File: config.mk
export PLATFORM = sky130hd
export DESIGN_NAME = phy_mem_ctrl
export DESIGN_NICKNAME = d
export VERILOG_FILES = /design/src/rtl/phy_mem_ctrl.sv
export SDC_FILE = /design/constraint.sdc
export NUM_CORES = 1
export LEC_CHECK = 0
export CAP_MARGIN = 20
export CORE_MARGIN = 4
export CORE_UTILIZATION = 44
export CTS_BUF_LIST = sky130_fd_sc_hd__clkbuf_8
export DETAILED_ROUTE_END_ITERATION = 16
export PLACE_DENSITY = 0.83
export SYNTH_ARGS = -nofsm -noshare
export SYNTH_HDL_FRONTEND = slang
export SYNTH_SLANG_ARGS = --single-unit
File: constraint.sdc
create_clock -name clk -period 3.3 [get_ports clk]
set_clock_uncertainty 0.05 [all_clocks]
set_input_delay 0.66 -clock clk [delete_from_list [all_inputs] [get_ports clk]]
set_output_delay 0.66 -clock clk [all_outputs]
set_load 0.005 [all_outputs]
File: src/rtl/phy_mem_ctrl.sv
// Physical memory controller: decodes MMU physical addresses onto a 1M x 32 SRAM
// or a memory-mapped UART (TX data register, RX byte FIFO, status register).
// Reads are combinational. Writes are latched and sequenced by a small FSM that
// holds mem_busy until the SRAM or UART transmitter has taken the data.
module phy_mem_ctrl #(
    parameter int unsigned WE_PULSE_CYCLES = 1,
    parameter int unsigned RX_FIFO_DEPTH   = 4
) (
    input  logic        clk,
    input  logic        rst,
    input  logic [31:0] mem_addr,
    input  logic [31:0] mem_data_in,
    output logic [31:0] mem_data_out,
    input  logic        mem_is_write,
    output logic        mem_busy,
    output logic [19:0] ram_addr,
    input  logic [31:0] ram_dq_i,
    output logic [31:0] ram_dq_o,
    output logic        ram_dq_oe,
    output logic        ram_ce_n,
    output logic        ram_oe_n,
    output logic        ram_we_n,
    output logic [7:0]  uart_tx_data,
    output logic        uart_tx_start,
    input  logic        uart_tx_busy,
    input  logic [7:0]  uart_rx_data,
    input  logic        uart_rx_valid
);

    localparam int unsigned PtrW   = (RX_FIFO_DEPTH > 1) ? $clog2(RX_FIFO_DEPTH) : 1;
    localparam int unsigned CntW   = PtrW + 1;
    localparam int unsigned PulseW = (WE_PULSE_CYCLES > 1) ? $clog2(WE_PULSE_CYCLES) : 1;

    localparam logic [31:0] UartDataAddr = 32'h1FD0_03F8;
    localparam logic [31:0] UartStatAddr = 32'h1FD0_03FC;

    typedef enum logic [2:0] {
        StIdle,
        StSramSetup,
        StSramPulse,
        StSramHold,
        StTxWait
    } state_e;

    state_e              state;
    logic [19:0]         addr_lat;
    logic [31:0]         data_lat;
    logic [7:0]          tx_byte;
    logic [PulseW-1:0]   pulse_cnt;
    logic                we_n;
    logic                oe_n;
    logic                dq_oe;

    logic [7:0]          fifo_mem [RX_FIFO_DEPTH];
    logic [PtrW-1:0]     wr_ptr;
    logic [PtrW-1:0]     rd_ptr;
    logic [CntW-1:0]     count;
    logic                ovr;

    logic sram_hit;
    logic data_hit;
    logic stat_hit;
    logic is_idle;
    logic fifo_empty;
    logic fifo_full;
    logic tx_rdy;
    logic stat_wr;
    logic pop_ok;
    logic push_ok;
    logic overrun;
    logic ovr_clr;

    // Address decode and derived status conditions
    always_comb begin
        sram_hit   = (mem_addr[31:22] == 10'd0);
        data_hit   = (mem_addr == UartDataAddr);
        stat_hit   = (mem_addr == UartStatAddr);
        is_idle    = (state == StIdle);
        fifo_empty = (count == '0);
        fifo_full  = (count == CntW'(RX_FIFO_DEPTH));
        tx_rdy     = !uart_tx_busy && is_idle;
        // Status writes are only honoured in IDLE; the MMU never writes while busy.
        stat_wr    = is_idle && mem_is_write && stat_hit;
        pop_ok     = stat_wr && mem_data_in[0] && !fifo_empty;
        ovr_clr    = stat_wr && mem_data_in[2];
        // A full FIFO still accepts a byte when a pop frees a slot in the same cycle.
        push_ok    = uart_rx_valid && (!fifo_full || pop_ok);
        overrun    = uart_rx_valid && fifo_full && !pop_ok;
    end

    // Combinational read data mux
    always_comb begin
        mem_data_out = '0;
        if (sram_hit) begin
            mem_data_out = ram_dq_i;
        end else if (data_hit) begin
            mem_data_out = fifo_empty ? 32'd0 : {24'd0, fifo_mem[rd_ptr]};
        end else if (stat_hit) begin
            mem_data_out = {29'd0, ovr, !fifo_empty, tx_rdy};
        end
    end

    // Stall, SRAM pin and UART TX outputs
    always_comb begin
        mem_busy      = !is_idle || (mem_is_write && (sram_hit || data_hit));
        ram_addr      = is_idle ? mem_addr[21:2] : addr_lat;
        ram_dq_o      = data_lat;
        ram_dq_oe     = dq_oe;
        ram_ce_n      = 1'b0;
        ram_oe_n      = oe_n;
        ram_we_n      = we_n;
        uart_tx_data  = tx_byte;
        // Pulse lands in the last busy cycle so the MMU is released as the byte is taken.
        uart_tx_start = (state == StTxWait) && !uart_tx_busy;
    end

    // Write sequencing FSM with registered SRAM strobes
    always_ff @(posedge clk or posedge rst) begin
        if (rst) begin
            state     <= StIdle;
            addr_lat  <= '0;
            data_lat  <= '0;
            tx_byte   <= '0;
            pulse_cnt <= '0;
            we_n      <= 1'b1;
            oe_n      <= 1'b0;
            dq_oe     <= 1'b0;
        end else begin
            unique case (state)
                StIdle: begin
                    if (mem_is_write && sram_hit) begin
                        addr_lat <= mem_addr[21:2];
                        data_lat <= mem_data_in;
                        dq_oe    <= 1'b1;
                        oe_n     <= 1'b1;
                        we_n     <= 1'b1;
                        state    <= StSramSetup;
                    end else if (mem_is_write && data_hit) begin
                        tx_byte <= mem_data_in[7:0];
                        state   <= StTxWait;
                    end
                end
                StSramSetup: begin
                    we_n      <= 1'b0;
                    pulse_cnt <= PulseW'(WE_PULSE_CYCLES - 1);
                    state     <= StSramPulse;
                end
                StSramPulse: begin
                    if (pulse_cnt == '0) begin
                        we_n  <= 1'b1;
                        state <= StSramHold;
                    end else begin
                        pulse_cnt <= pulse_cnt - PulseW'(1);
                    end
                end
                StSramHold: begin
                    // Data stays driven through hold; release the bus on the way out.
                    dq_oe <= 1'b0;
                    oe_n  <= 1'b0;
                    state <= StIdle;
                end
                StTxWait: begin
                    if (!uart_tx_busy) begin
                        state <= StIdle;
                    end
                end
                default: state <= StIdle;
            endcase
        end
    end

    // RX FIFO pointers, occupancy and sticky overrun flag
    always_ff @(posedge clk or posedge rst) begin
        if (rst) begin
            wr_ptr <= '0;
            rd_ptr <= '0;
            count  <= '0;
            ovr    <= 1'b0;
        end else begin
            if (push_ok) begin
                wr_ptr <= wr_ptr + PtrW'(1);
            end
            if (pop_ok) begin
                rd_ptr <= rd_ptr + PtrW'(1);
            end
            count <= count + CntW'(push_ok) - CntW'(pop_ok);
            // A fresh overrun wins over a same-cycle clear so the event is not lost.
            if (overrun) begin
                ovr <= 1'b1;
            end else if (ovr_clr) begin
                ovr <= 1'b0;
            end
        end
    end

    // RX FIFO storage (no reset needed; occupancy gates every read)
    always_ff @(posedge clk) begin
        if (push_ok) begin
            fifo_mem[wr_ptr] <= uart_rx_data;
        end
    end

endmodule

**Word-level counts from Yosys, hierarchy flattened**

Memory sizes are Yosys's and may differ from the RTL's.
Index checks and enable logic that the tools add are counted.

- Add/sub/neg operators: 5
- Equality and inequality tests: 11
- Multiplexer cells: 20
- Bitwise gates (word level): 1
- Reductions and logical operators: 33

Operators by type and width:

| kind | number |
|---|---|
| equality test 32 x 29 -> 1 bit (second input constant) | 2 |
| two-way mux 32 bit | 1 |
| two-way mux 20 bit | 1 |
| two-way mux 8 bit | 2 |
| two-way mux 3 bit | 5 |
| logical AND 1 bit | 13 |
| one-hot mux 3 bit (4 select lines) | 1 |
| logical NOT 10 bit | 1 |
| AND reduction 3 bit | 3 |
| two-way mux 1 bit | 7 |
| equality test 3 x 2 -> 1 bit (second input constant) | 2 |
| equality test 3 bit (second input constant) | 2 |
| logical NOT 3 bit | 2 |
| nonzero test 2 bit | 3 |
| logical NOT 1 bit | 5 |
| adder 2 x 1 -> 2 bit (second input constant) | 2 |
| != test 2 bit (second input constant) | 2 |
| one-hot mux 1 bit (2 select lines) | 2 |
| AND reduction 2 bit | 2 |
| adder 3 x 1 -> 3 bit | 1 |
| equality test 3 x 1 -> 1 bit (second input constant) | 1 |
| logical OR 1 bit | 3 |
| != test 3 x 1 -> 1 bit (second input constant) | 1 |
| one-hot mux 1 bit (3 select lines) | 1 |
| other kinds (5) | 5 |

- Flip-flop bits (word level): 74
- Memory bits (writable): 32
- Input bits: 109
- Output and inout bits: 98
- Memories kept: 1

Memory list:

| memory | depth | bits a word | rd ports | clocked after memory_dff | write ports | RTL line | RTL |
|---|---|---|---|---|---|---|---|
| fifo_mem | 4 | 8 | 1 | 0 | 1 | 54 | `logic [7:0] fifo_mem [RX_FIFO_DEPTH];` |

**Logic depth before layout (Yosys ltp)**

Gate-level depths: netlist of the first run.

- Depth after elaboration: 9
- Gate-level depth with buffers: 12

**Worst setup path after synthesis of the first run**

No wires, ideal clock.

- Path kind: input to register
- From: in mem_addr[0]
- To: reg count[2]
- Library setup time: 0.123 ns
- Arrival: 2.739 ns
- Setup slack: 0.389 ns
- Stages on the path: 11
- Path buffers: 0
- Cell sequence: and4bb_2 -> nand4_2 -> nor4_4 -> nand3_2 -> inv_1 -> ha_1 -> inv_1 -> ha_1 -> fa_1 -> xor2_1 -> xnor2_1

- Cells in the longest elaborated chain, start to end: 8

Ends and longest elaborated chain:

| element | RTL line | RTL |
|---|---|---|
| start: declaration | 11 | `input logic [31:0] mem_addr,` |
| equality test 32 x 29 -> 1 bit (*) | 77 | `stat_hit = (mem_addr == UartStatAddr);` |
| logical AND 1 bit (*) | 83 | `stat_wr = is_idle && mem_is_write && stat_hit;` |
| logical AND 1 bit (*) (2 in series) | 84 | `pop_ok = stat_wr && mem_data_in[0] && !fifo_empty;` |
| via pop_ok | 68 | `logic pop_ok;` |
| logical OR 1 bit | 87 | `push_ok = uart_rx_valid && (!fifo_full \|\| pop_ok);` |
| logical AND 1 bit | 87 |  |
| adder 3 x 1 -> 3 bit | 186 | `count <= count + CntW'(push_ok) - CntW'(pop_ok);` |
| subtractor 3 x 1 -> 3 bit (*) | 186 |  |
| end signal: assignment | 186 |  |
| end: declaration | 57 | `logic [CntW-1:0] count;` |

The timed path passes the listed nets; every way through them passes the cells marked *.
A chain may end at the register's enable or synchronous reset.

**Worst setup path in the final report of the first run**

- From: in mem_addr[29]
- To: out mem_data_out[0]

- Cells in the longest elaborated chain, start to end: 4
- Elaborated cells between the ends (all ways): 6
- Those cells by class: eq/ne: 2; mux: 3; reduce/logical: 1

Ends and longest elaborated chain:

| element | RTL line | RTL |
|---|---|---|
| equality test 32 x 29 -> 1 bit | 77 |  |
| two-way mux 3 bit | 98 | `end else if (stat_hit) begin` |
| two-way mux 8 bit | 96 | `end else if (data_hit) begin` |
| two-way mux 32 bit (*) | 94 | `if (sram_hit) begin` |
| end: declaration | 13 | `output logic [31:0] mem_data_out,` |

Mark *: on every way between the ends. The rest lies on a longest branch, timed or not.

==> reports/qor.tcl, run 1 <==
set qor(clk-insertion-delay-late_ns) 0.36
set qor(die_area_um2) 12700
set qor(cell_area_after_synthesis_um2) 4830
set qor(timing.critical_path.to_type) {output pin}
set qor(drv_slew) 0
set qor(drt_wl_total_um) 13800
set qor(result_of_the_run) {finished, final reports clean}
set qor(max_clock_freq_mhz) 312
set qor(drt.antenna.violating_nets) 0
set qor(firstDrtPassIters) 4
set qor(clock_sink_count) 105
set qor(clockRootBuffer) {sky130_fd_sc_hd__clkbuf_8}
set qor(global_route_wire_length_before_repair_um) 21200
set qor(antenna_found_initial) 1
set qor(post_synth_inst_count) 340
set qor(path_cells) {clkdlybuf4s50_1 -> nor3_1 -> buf_4 -> nand2_1 -> nor4_4 -> buf_4 -> nand3b_4 -> buf_6 -> o21ai_4 -> buf_2}
set qor(detail_route.vias_per_cell) 5.08
set qor(rr_startpoint) {state[1]}
set qor(dieHeight_um) 113
set qor(ys_warn_count) 0
set qor(cellLeakagePower_nw) 3.60
set qor(io_pins) 207
set qor(clk_transition_reported_paths_ns) 0.10
set qor(worstSetupStartpoint) {mem_addr[29]}
set qor(detailroute.via_count) 3673
set qor(power_per_cell_area_nw_per_um2) 441
set qor(placement.io_buffers) 205
set qor(initialDrtViolationCount) 131
set qor(drc) 0
set qor(max_stage_delay_ns) 0.41
set qor(timing.final.crit_period_ns) 3.20
set qor(worst_path_most_repeated_cell) {sky130_fd_sc_hd__buf_4}
set qor(number_of_nets_in_the_layout) 697
set qor(design.core.area_um2) 10500
set qor(dpl.hpwl_um) 10100
set qor(routabilityCongestion) 0.858
set qor(areaGrowthSynthToFinish_pct) 60.0
set qor(worst_hold_startpoint) {ram_dq_o[7]}
set qor(rsz0062_at_grt) {false}
set qor(cts-hold-fix-buffers) 0
set qor(worst-endpoint-arrival_ns) 2.49
set qor(slew_headroom_pct) 56.7
set qor(gr_overflow_total) 0
set qor(pre_cts_slack_ns) -0.414
set qor(syn-num-nets) 456
set qor(worst_slew_pin_slew_ns) 0.649
set qor(layout-drive-gt1-share_pct) 30.9
set qor(synth.ff_latch_count) 105
set qor(crit_path_required_time_ns) 2.59
set qor(cts_tree) {built}
set qor(groute.usage.overall_pct) 21.3
set qor(synth_seq_area_share_pct) 57.8
set qor(period_utilization_pct) 97.0
set qor(cap_viol_max_count) 0
set qor(grt_start_max_net_pins) 54
set qor(row_count) 37
set qor(cts_htree_levels) 3
set qor(cts-buffers-inserted) 9
set qor(worst_path_max_delay_cell) {sky130_fd_sc_hd__clkdlybuf4s50_1}
set qor(class_of_the_most_critical_hold_timing_path) {register to register}
set qor(crit_fanout) 7
set qor(initial_cell_density_of_the_core_pct) 45.9
set qor(start_kind) {primary input}
set qor(setup_ws_ns) 0.0995
set qor(postSynthAreaPerCell_um2) 14.2
set qor(first_global_vias) 3884
set qor(worst_vdd_rail_ir_drop_mv) 0.293
set qor(setup_total_negative_slack_ns) 0
set qor(clock_path_buffers) 2
set qor(timing_hold_violations_final) 0
set qor(timing_worst_setup_path_type) {primary input to output pin}
set qor(chipWidth_um) 113
set qor(setup-violations-final) 0
set qor(synth.lib_cells_used.distinct) 45
set qor(routedWlPerCell_um) 19.1
layout make-up:
class	instances	area, um2
clock inverter	7	92.6
inverter	17	65.1
antenna	1	2.50
multi-input combinational	199	2010
sequential	105	2790
timing repair buffer	249	2470
tap	136	170
fill	697	2790
clock buffer	9	124
per-stage QoR:
stage	utilization, %	cells	total power, mW	hold slack, ns	cell area (um2)
5_1_grt	73.5	723	3.59	0.472	7720
4_1_cts	72.2	720	3.42	0.464	7590
3_3_place_gp	68.8	696	2.52	0.433	7230
2_1_floorplan	-	340	2.04	0.419	4830
3_5_place_dp	68.8	696	2.55	0.439	7230
6_report	73.5	723	3.41	0.461	7720
cell families after synthesis:
group | synth area share, %
buffers and inverters | 3.24
DFF | 57.8
AOI/OAI and AO/OA | 2.51
adders and majority gates | 1.97
other | 0.0777
muxes | 22.6
and+or+nand+nor | 10.7
xor gates and xnor gates | 1.09
repair_timing:
action	4_1_cts	5_1_grt
endpoints found under the setup margin	33	24
resized for setup	52	33
cloned	1	0
pin swaps	4	16
setup buffers	7	2
per-layer routing:
layer	GRT usage, %	up-vias	part of all wire (%)
li1	-	1694	-
met1	25.0	1816	38
met2	38.2	138	53
met3	5.24	25	6.4
met4	6.57	0	2.5
met5	0	-	0
report_power, final:
group | internal (mW) | switching [mW] | total (mW) | leakage, nW
logic | 0.561 | 0.380 | 0.941 | 2.20
registers | 1.50 | 0.0943 | 1.59 | 1.29
clock network | 0.429 | 0.443 | 0.871 | 0.110
final timing paths:
check	slack (ns)	cells past startpoint	endpoint
worst max-delay path	0.1	10	mem_data_out[0]
worst min-delay path	0.46	1	ram_dq_o[7]
worst max register to register	0.55	11	count[2]
worst min register to register	0.46	1	ram_dq_o[7]
max in group asynchronous	1.88	3	ram_dq_o[8]
min in group asynchronous	0.63	2	ram_dq_o[12]
state kept, by name (all words and copies together), names as in the netlist:
| register | count |
|---|---|
| wr_ptr | 2 |
| addr_lat | 20 |
| state | 3 |
| fifo_mem | 32 |
| ram_dq_o | 32 |
| rd_ptr | 2 |
| ovr | 1 |
| ram_we_n | 1 |
| uart_tx_data | 8 |
| ram_dq_oe | 1 |
| count | 3 |
cell usage after synthesis, drive strengths merged:
library cell  number  area, um2
nor2               5       18.8
nor4               4       40.0
edfxtp            32        961
a32oi              1       8.76
a41o               1       11.3
and4b              1       11.3
conb               1       3.75
clkbuf             8       30.0
xor2               1       8.76
nand3b             2       27.5
xnor2              5       43.8
nand2             13       48.8
and2              30        188
nor3b              2       15.0
o22a               1       8.76
and3               3       18.8
and4bb             1       12.5
a21boi             1       7.51
a31o               1       8.76
o21ai              8       40.0
nand4b             1       8.76
nor4b              2       32.5
dfstp              1       26.3
a22o               1       8.76
mux2              81        912
nor3               5       30.0
nand3              3       20.0
fa                 1       20.0
mux4               8        180
inv               17       63.8
nand4              4       31.3
o211ai             1       12.5
dfrtp             72       1800
ha                 6       75.1
or3                2       12.5
a21oi              3       15.0
buf               11       62.6
placed cells by master, fill, tap and decap left out, types with 2 or more instances in the layout:
master | netlist | layout
sky130_fd_sc_hd__a21oi_1 | 3 | 3
sky130_fd_sc_hd__and2_1 | 30 | 30
sky130_fd_sc_hd__and3_1 | 3 | 2
sky130_fd_sc_hd__buf_12 | 0 | 3
sky130_fd_sc_hd__buf_2 | 8 | 3
sky130_fd_sc_hd__buf_4 | 3 | 35
sky130_fd_sc_hd__buf_6 | 0 | 4
sky130_fd_sc_hd__bufinv_16 | 0 | 2
sky130_fd_sc_hd__clkbuf_8 | 0 | 9
sky130_fd_sc_hd__clkdlybuf4s50_1 | 0 | 162
sky130_fd_sc_hd__clkinv_2 | 0 | 3
sky130_fd_sc_hd__dfrtp_1 | 72 | 72
sky130_fd_sc_hd__dlygate4sd2_1 | 0 | 20
sky130_fd_sc_hd__dlymetal6s2s_1 | 0 | 19
sky130_fd_sc_hd__edfxtp_1 | 32 | 32
sky130_fd_sc_hd__ha_1 | 6 | 4
sky130_fd_sc_hd__inv_1 | 17 | 15
sky130_fd_sc_hd__inv_6 | 0 | 2
sky130_fd_sc_hd__mux2_2 | 81 | 81
sky130_fd_sc_hd__mux4_2 | 8 | 8
sky130_fd_sc_hd__nand2_1 | 13 | 12
sky130_fd_sc_hd__nand3_1 | 2 | 2
sky130_fd_sc_hd__nand4_1 | 3 | 3
sky130_fd_sc_hd__nor2_1 | 5 | 5
sky130_fd_sc_hd__nor3_1 | 4 | 3
sky130_fd_sc_hd__nor4_4 | 1 | 2
sky130_fd_sc_hd__o21ai_1 | 6 | 5
sky130_fd_sc_hd__xnor2_1 | 5 | 5
critical path: cells and delay by family:
family	cells	cell delay, ns
and+or+nand+nor	4	0.66
AOI/OAI and AO/OA	1	0.14
buffers and inverters	5	1.04
Power figures use the tool's default switching activity.
==> inputs of run 2 (changes only) <==
CORE_MARGIN = not set   (was 4)
==> run 2 against run 1 <==
Via count grew 2.5%. Combinational power grew 2%. Clock power shrank 13%. Total power shrank 2.9%. Critical path depth shrank 2. Cell count grew 2.1%. Critical path type unchanged. Largest cell class unchanged. Largest power group unchanged.
==> reports/qor.tcl, run 2 (synthesis gave the netlist of run 1 again) <==
set qor(result_of_the_run) {finished, final reports clean}
set qor(timing.critical_path.to_type) {output pin}
set qor(first_global_vias) 3847 ;# -0.95%
set qor(routabilityCongestion) 0.817 ;# -4.8%
set qor(placement.io_buffers) 205 ;# unchanged
set qor(drv_slew) 0 ;# unchanged
set qor(routedWlPerCell_um) 18.1 ;# -5.2%
set qor(grt_start_max_net_pins) 35 ;# -35%
set qor(final-seq-area_um2) 2790 ;# unchanged
set qor(max_clock_freq_mhz) 310 ;# -0.80%
set qor(chipWidth_um) 107 ;# -5.3%
set qor(power_frac_clock_pct) 23.0 ;# -2.6 points
set qor(netSwitchingFraction_pct) 28.5 ;# +1.5 points
set qor(tot_pwr_mw) 3.31 ;# -2.9%
set qor(start_kind) {primary input}
set qor(cellLeakagePower_nw) 3.68 ;# +2.3%
set qor(clock_sink_count) 105 ;# unchanged
set qor(leading_cell_type_in_the_layout_fill_and_taps_excluded) {sky130_fd_sc_hd__clkdlybuf4s50_1}
set qor(firstDrtPassIters) 4 ;# unchanged
set qor(worst_slew_pin_slew_ns) 0.696 ;# +0.0472 ns
set qor(design.core.area_um2) 10500 ;# -0.44%
set qor(cts_tree) {built}
set qor(detailroute.via_count) 3766 ;# +2.5%
set qor(initial_cell_density_of_the_core_pct) 46.1 ;# +0.20 points
set qor(setup-violations-final) 0 ;# unchanged
set qor(die_area_um2) 11400 ;# -10%
set qor(clockRootBuffer) {sky130_fd_sc_hd__clkbuf_8}
set qor(cts-buffers-inserted) 9 ;# unchanged
set qor(worst-endpoint-arrival_ns) 2.52 ;# +0.03 ns
set qor(initialDrtViolationCount) 142 ;# +8.4%
set qor(switching_power_of_the_nets_uw) 941 ;# +2.6%
set qor(row_count) 37 ;# unchanged
set qor(gr_overflow_total) 0 ;# unchanged
set qor(power_per_cell_area_nw_per_um2) 425 ;# -3.8%
set qor(areaGrowthSynthToFinish_pct) 61.4
set qor(period_utilization_pct) 97.8 ;# +0.78 points
set qor(detail_route.vias_per_cell) 5.10 ;# +0.45%
set qor(io_pins) 207 ;# unchanged
set qor(setup_ws_ns) 0.0736 ;# -0.0259 ns
set qor(seqPwrFrac_pct) 48.1 ;# +1.3 points
set qor(mostFrequentLayoutCells) {sky130_fd_sc_hd__clkdlybuf4s50_1, sky130_fd_sc_hd__mux2_2, sky130_fd_sc_hd__dfrtp_1}
set qor(clk_transition_reported_paths_ns) 0.09 ;# about the same
set qor(final.fill_count) 686 ;# -1.6%
set qor(class_of_the_most_critical_hold_timing_path) {register to register}
set qor(worst_vdd_rail_ir_drop_mv) 0.369 ;# +26%
set qor(cap_viol_max_count) 0 ;# unchanged
set qor(cts_htree_levels) 3 ;# unchanged
set qor(power_report.internal_total_mw) 2.37 ;# -4.9%
set qor(layout-drive-gt1-share_pct) 32.9 ;# +2.0 points
set qor(timing_hold_violations_final) 0 ;# unchanged
set qor(multi_input_area_um2) 1990 ;# -0.93%
set qor(cts-hold-fix-buffers) 0 ;# unchanged
set qor(crit_fanout) 7 ;# unchanged
set qor(rsz0062_at_grt) {false}
set qor(clock_path_buffers) 2 ;# unchanged
set qor(number_of_nets_in_the_layout) 713 ;# +2.3%
set qor(crit_path_required_time_ns) 2.59 ;# about the same
set qor(placed_cell_area_um2) 7310 ;# +1.1%
set qor(comb_power_share_pct) 28.9 ;# +1.3 points
set qor(drt_wl_total_um) 13300 ;# -3.3%
set qor(timing_worst_setup_path_type) {primary input to output pin}
set qor(global_route_wire_length_before_repair_um) 19700 ;# -6.8%
set qor(timing.final.crit_period_ns) 3.23 ;# +0.0259 ns
set qor(post-route-cell-area_um2) 7790 ;# +0.91%
set qor(pre_cts_slack_ns) -0.409 ;# +0.00448 ns
set qor(antenna_found_initial) 0 ;# -1
set qor(drt.antenna.violating_nets) 0 ;# unchanged
set qor(groute.usage.overall_pct) 23.2 ;# +1.9 points
set qor(dieHeight_um) 107 ;# -5.3%
set qor(n_antenna_cell) 0 ;# -1
set qor(fin_hold_ws_ns) 0.460 ;# -0.00124 ns
set qor(slew_headroom_pct) 53.5 ;# -3.2 points
set qor(dpl.hpwl_um) 10000 ;# -0.51%
set qor(clk-insertion-delay-late_ns) 0.37 ;# about the same
set qor(drc) 0 ;# unchanged
set qor(worst-r2r-setup-slack_ns) 0.64 ;# +0.09 ns
==> run 2: cell count changes in the layout (fill, tap and decap cells not counted), moves of 3 or more <==
cell / previous run / this run
sky130_fd_sc_hd__buf_2: 3 / 6
sky130_fd_sc_hd__buf_4: 35 / 50
sky130_fd_sc_hd__clkdlybuf4s50_1: 162 / 169
sky130_fd_sc_hd__clkinv_2: 3 / 0
sky130_fd_sc_hd__dlygate4sd2_1: 20 / 6
sky130_fd_sc_hd__dlymetal6s2s_1: 19 / 23
sky130_fd_sc_hd__o21ai_1: 5 / 2
sky130_fd_sc_hd__o21ai_2: 1 / 4
==> run 2: final timing paths <==
kind,from,endpoint,cells after the start
worst max-delay path,mem_addr[16],mem_data_out[6],8
worst min-delay path,ram_dq_o[2],ram_dq_o[2],1
worst max register to register,state[2],count[2],11
worst min register to register,ram_dq_o[2],ram_dq_o[2],1
max in group asynchronous,rst,uart_tx_data[7],3
min in group asynchronous,rst,ram_dq_o[13],2
==> run 2: worst max-delay path, stage by stage <==
cell                              delay, ns
sky130_fd_sc_hd__clkdlybuf4s50_1       0.46
sky130_fd_sc_hd__or3_4                 0.43
sky130_fd_sc_hd__nor4_4                0.23
sky130_fd_sc_hd__buf_4                 0.17
sky130_fd_sc_hd__nand3b_4              0.14
sky130_fd_sc_hd__buf_4                 0.18
sky130_fd_sc_hd__o21ai_1               0.11
sky130_fd_sc_hd__buf_2                 0.13
==> run 2: repair_timing <==
item / CTS / global route
pin swaps: 7 / 10
buffers inserted: 10 / 3
gates cloned: 0 / 2
setup endpoints to repair: 33 / 34
gates resized for setup: 43 / 41
==> run 2: routing by layer <==
layer	routed length (um)	up-vias	part of all wire, %	track usage, %
met2	7400	140	56	44.1
met1	4780	1884	36	24.7
met5	0	-	0	0
li1	-	1723	-	-
met3	821	19	6.2	4.92
met4	320	0	2.4	9.30
==> run 2: area by class of cell <==
class                      instances  area share [%]
clock buffer                       9            1.59
clock inverter                     7           0.771
inverter                          17           0.819
multi-input combinational        199            25.5
sequential                       105            35.8
tap                              136            2.18
timing repair buffer             265            33.3
==> run 2: power by group through the flow <==
stage,Clock (mW),Sequential (mW),Combinational (mW)
2_1_floorplan,0,1.57,0.467
3_3_place_gp,0,1.61,0.930
3_5_place_dp,0,1.62,0.961
4_1_cts,0.782,1.59,0.964
5_1_grt,0.830,1.61,1.03
6_report,0.759,1.59,0.956
==> run 2: through the flow <==
step	setup TNS [ns]	utilization (%)	instances
after floorplan	0	-	340
after global placement	-8.61	69.9	707
after detailed placement	-7.47	69.9	707
after CTS	-0.00453	72.5	733
after global routing	0	74.5	738
final	0	74.5	738
==> inputs of run 3 (changes only) <==
ABC_AREA = 1   (was not set)
CORE_UTILIZATION = 45   (was 44)
PLACE_DENSITY = not set   (was 0.83)
PLACE_DENSITY_LB_ADDON = 0.3   (was not set)
==> run 3 against run 2 <==
Combinational power fell by 10%. Total power fell by 2.8%. Global-route usage rose by 0.27 points. Via count rose by 18%. First-iteration DRC count rose by 37%. Non-clock buffer count fell by 26. Critical path type unchanged. Critical endpoint is now mem_data_out[13].
==> reports/qor.tcl, run 3 <==
set qor(worst_hold_path_stage_count) 2 ;# +1
set qor(dpl.hpwl_um) 10300 ;# +2.2%
set qor(chipWidth_um) 109 ;# +1.8%
set qor(clockRootBuffer) {sky130_fd_sc_hd__clkbuf_8}
set qor(design.core.area_um2) 11000 ;# +5.0%
set qor(clk-insertion-delay-late_ns) 0.37 ;# about the same
set qor(class_of_the_most_critical_hold_timing_path) {register to register}
set qor(start_kind) {primary input}
set qor(rr_endpoint) {count[2]}
set qor(io_pins) 207 ;# unchanged
set qor(comb_power_share_pct) 26.7 ;# -2.2 points
set qor(mostFrequentLayoutCells) {sky130_fd_sc_hd__clkdlybuf4s50_1, sky130_fd_sc_hd__nand2_1, sky130_fd_sc_hd__inv_1}
set qor(firstDrtPassIters) 5 ;# +1
set qor(detail_route.vias_per_cell) 4.86 ;# -4.8%
set qor(period_utilization_pct) 97.4 ;# -0.35 points
set qor(leading_cell_type_in_the_layout_fill_and_taps_excluded) {sky130_fd_sc_hd__clkdlybuf4s50_1}
set qor(worst_vdd_rail_ir_drop_mv) 0.311 ;# -16%
set qor(clk_transition_reported_paths_ns) 0.10 ;# about the same
set qor(crit_path_required_time_ns) 2.59 ;# about the same
set qor(worst_hold_startpoint) {ram_dq_o[3]}
set qor(dominantRegCellSynth) {sky130_fd_sc_hd__dfrtp_1}
set qor(ys_top_cells_by_area) {sky130_fd_sc_hd__dfrtp_1, sky130_fd_sc_hd__edfxtp_1, sky130_fd_sc_hd__nand2_1}
set qor(initialDrtViolationCount) 194 ;# +37%
set qor(fin_hold_ws_ns) 0.446 ;# -0.0143 ns
set qor(number_of_nets_in_the_layout) 883 ;# +24%
set qor(grt_start_max_net_pins) 43 ;# +23%
set qor(switching_power_of_the_nets_uw) 1000 ;# +6.2%
set qor(cts_tree) {built}
set qor(dominant_cell_by_count_in_the_synthesized_netlist) {sky130_fd_sc_hd__nand2_1}
set qor(cell_area_after_synthesis_um2) 5120 ;# +6.1%
set qor(drt.antenna.violating_nets) 0 ;# unchanged
set qor(rr_startpoint) {state[1]}
set qor(number_of_enable_flip_flop_cells_after_synthesis) 32 ;# unchanged
set qor(clock_path_buffers) 2 ;# unchanged
set qor(worst-r2r-setup-slack_ns) 0.65 ;# about the same
set qor(cap_viol_max_count) 0 ;# unchanged
set qor(power_report.internal_total_mw) 2.22 ;# -6.3%
set qor(netSwitchingFraction_pct) 31.1 ;# +2.6 points
set qor(syn-num-nets) 656 ;# +44%
set qor(drc) 0 ;# unchanged
set qor(die_area_um2) 11800 ;# +3.6%
set qor(cts-hold-fix-buffers) 0 ;# unchanged
set qor(row_count) 38 ;# +2.7%
set qor(routedWlPerCell_um) 14.9 ;# -18%
set qor(crit_fanout) 24 ;# +17
set qor(global_route_wire_length_before_repair_um) 21100 ;# +7.1%
set qor(cts-buffers-inserted) 9 ;# unchanged
set qor(slew_headroom_pct) 64.6 ;# +11 points
set qor(synth.lib_cells_used.distinct) 37 ;# -18%
set qor(placement.io_buffers) 205 ;# unchanged
set qor(cts_htree_levels) 3 ;# unchanged
set qor(drv_slew) 0 ;# unchanged
set qor(cellLeakagePower_nw) 3.62 ;# -1.6%
set qor(min_delay_worst_endpoint) {ram_dq_o[3]}
set qor(rsz0062_at_grt) {false}
set qor(postSynthAreaPerCell_um2) 9.48 ;# -33%
set qor(setup-violations-final) 0 ;# unchanged
set qor(first_global_vias) 4436 ;# +15%
set qor(worst_slew_pin_slew_ns) 0.531 ;# -0.166 ns
set qor(antenna_found_initial) 0 ;# unchanged
set qor(setup_ws_ns) 0.0852 ;# +0.0115 ns
set qor(dieHeight_um) 109 ;# +1.8%
set qor(layout-drive-gt1-share_pct) 13.9 ;# -19 points
set qor(result_of_the_run) {finished, final reports clean}
set qor(timing_hold_violations_final) 0 ;# unchanged
set qor(timing_worst_setup_path_type) {primary input to output pin}
set qor(groute.usage.overall_pct) 23.5 ;# +0.27 points
set qor(ys_async_sr_fraction_pct) 69.5 ;# unchanged
set qor(drt_wl_total_um) 13600 ;# +1.9%
set qor(n_antenna_cell) 0 ;# unchanged
set qor(timing.reg2reg.worst_path_depth) 11 ;# unchanged
set qor(routabilityCongestion) 0.827 ;# +1.2%
set qor(ys_warn_count) 0 ;# unchanged
set qor(max_clock_freq_mhz) 311 ;# +0.36%
set qor(synth_seq_area_share_pct) 54.5 ;# -3.3 points
set qor(detailroute.via_count) 4431 ;# +18%
set qor(synth.ff_latch_count) 105 ;# unchanged
set qor(final_core_area_utilization_pct) 70.1 ;# -4.3 points
set qor(clock_sink_count) 105 ;# unchanged
set qor(post_synth_inst_count) 540 ;# +59%
set qor(netlist_top_cells_count) {sky130_fd_sc_hd__nand2_1, sky130_fd_sc_hd__inv_1, sky130_fd_sc_hd__dfrtp_1}
set qor(gr_overflow_total) 0 ;# unchanged
set qor(worst-endpoint-arrival_ns) 2.50 ;# -0.02 ns
set qor(power_per_cell_area_nw_per_um2) 417 ;# -1.7%
set qor(yosysTopAreaCellShare_pct) 35.2 ;# -2.1 points
set qor(power_frac_clock_pct) 24.2 ;# +1.2 points
set qor(instances_no_fill) 912 ;# +24%
set qor(initial_cell_density_of_the_core_pct) 46.6 ;# +0.48 points
set qor(yosys.area.top_type) {sky130_fd_sc_hd__dfrtp_1}
set qor(post-place-cells) 894 ;# +26%
set qor(seqPwrFrac_pct) 49.1 ;# +1.0 points
set qor(pre_cts_slack_ns) -0.206 ;# +0.203 ns
set qor(timing.critical_path.to_type) {output pin}
set qor(areaGrowthSynthToFinish_pct) 50.5
set qor(timing.final.crit_period_ns) 3.21 ;# -0.0115 ns
[run 3: cell count changes after synthesis, moves of 6 or more]
cell                      before  now
sky130_fd_sc_hd__o21ai_0       2   64
sky130_fd_sc_hd__o21ai_1       6    0
sky130_fd_sc_hd__and2_1       30    0
sky130_fd_sc_hd__nor2_1        5   55
sky130_fd_sc_hd__o21ai_2       0    8
sky130_fd_sc_hd__nand2_1      13  118
sky130_fd_sc_hd__mux2_4        0   23
sky130_fd_sc_hd__nand3_1       2   11
sky130_fd_sc_hd__inv_1        17   75
sky130_fd_sc_hd__mux4_2        8    0
sky130_fd_sc_hd__mux2_2       81    1
[run 3: logic make-up (layout without fill, tap and decap cells)]
family	Yosys count	in the layout	share of synthesized area (%)
XOR/XNOR	3	3	0.513
other	1	1	0.0733
adder cells (fa/ha/maj)	7	7	1.86
multiplexers	24	24	6.97
flip-flops	105	105	54.5
buffers and inverters	103	335	8.51
AND/OR/NAND/NOR	209	209	17.7
AO/OA/AOI/OAI	88	88	9.88
[run 3: layout make-up]
| type | count | area, um2 |
|---|---|---|
| fill | 843 | 3280 |
| sequential | 105 | 2790 |
| timing repair buffer | 239 | 2320 |
| multi-input combinational | 332 | 1930 |
| inverter | 80 | 300 |
| tap | 140 | 175 |
| clock buffer | 9 | 124 |
| clock inverter | 7 | 63.8 |
[run 3: worst max-delay path by stage]
stage                      start                to  slack, ns  cells past startpoint
floorplan           mem_addr[30]          count[2]       0.72                     13
global placement     mem_addr[6]   mem_data_out[6]      -0.21                      8
detailed placement   mem_addr[6]   mem_data_out[4]      -0.21                      8
CTS                  mem_addr[5]   mem_data_out[4]     -0.007                      8
global route        mem_addr[24]  mem_data_out[13]       0.03                      8
finish              mem_addr[24]  mem_data_out[13]       0.09                      8
[run 3: per-stage QoR]
stage                TNS, ns  total power, mW  area, um2
finish                     0             3.22       7700
global route               0             3.40       7700
CTS                 -0.00661             3.25       7670
detailed placement     -1.40             2.47       7460
global placement       -1.27             2.42       7460
floorplan                  0             1.99       5120
[run 3: repair_timing]
action,4_1_cts,5_1_grt
resized for setup,17,7
setup buffers,0,2
setup endpoints to repair,8,27
pin swaps,2,3
[run 3: metal layers]
metal  up-vias  GRT usage (%)  routed length, um
li1       2186              -                  -
met1      2069           28.1               5410
met2       152           40.1               6960
met3        24           6.40                851
met4         0           9.27                345
met5         -              0                  0
[run 3: critical path, stage by stage]
cell and delay, ns:
sky130_fd_sc_hd__clkdlybuf4s50_1 0.43, sky130_fd_sc_hd__nor2_1 0.14, sky130_fd_sc_hd__nand4_1 0.14, sky130_fd_sc_hd__nor2_4 0.17, sky130_fd_sc_hd__inv_2 0.07, sky130_fd_sc_hd__buf_4 0.21
sky130_fd_sc_hd__nor2_1 0.15, sky130_fd_sc_hd__clkdlybuf4s50_1 0.53
[run 3: power by group through the flow]
stage / clock network (mW) / registers (mW) / logic (mW)
floorplan: 0 / 1.58 / 0.407
global placement: 0 / 1.59 / 0.831
detailed placement: 0 / 1.60 / 0.868
CTS: 0.803 / 1.58 / 0.872
global route: 0.851 / 1.59 / 0.958
finish: 0.778 / 1.58 / 0.860
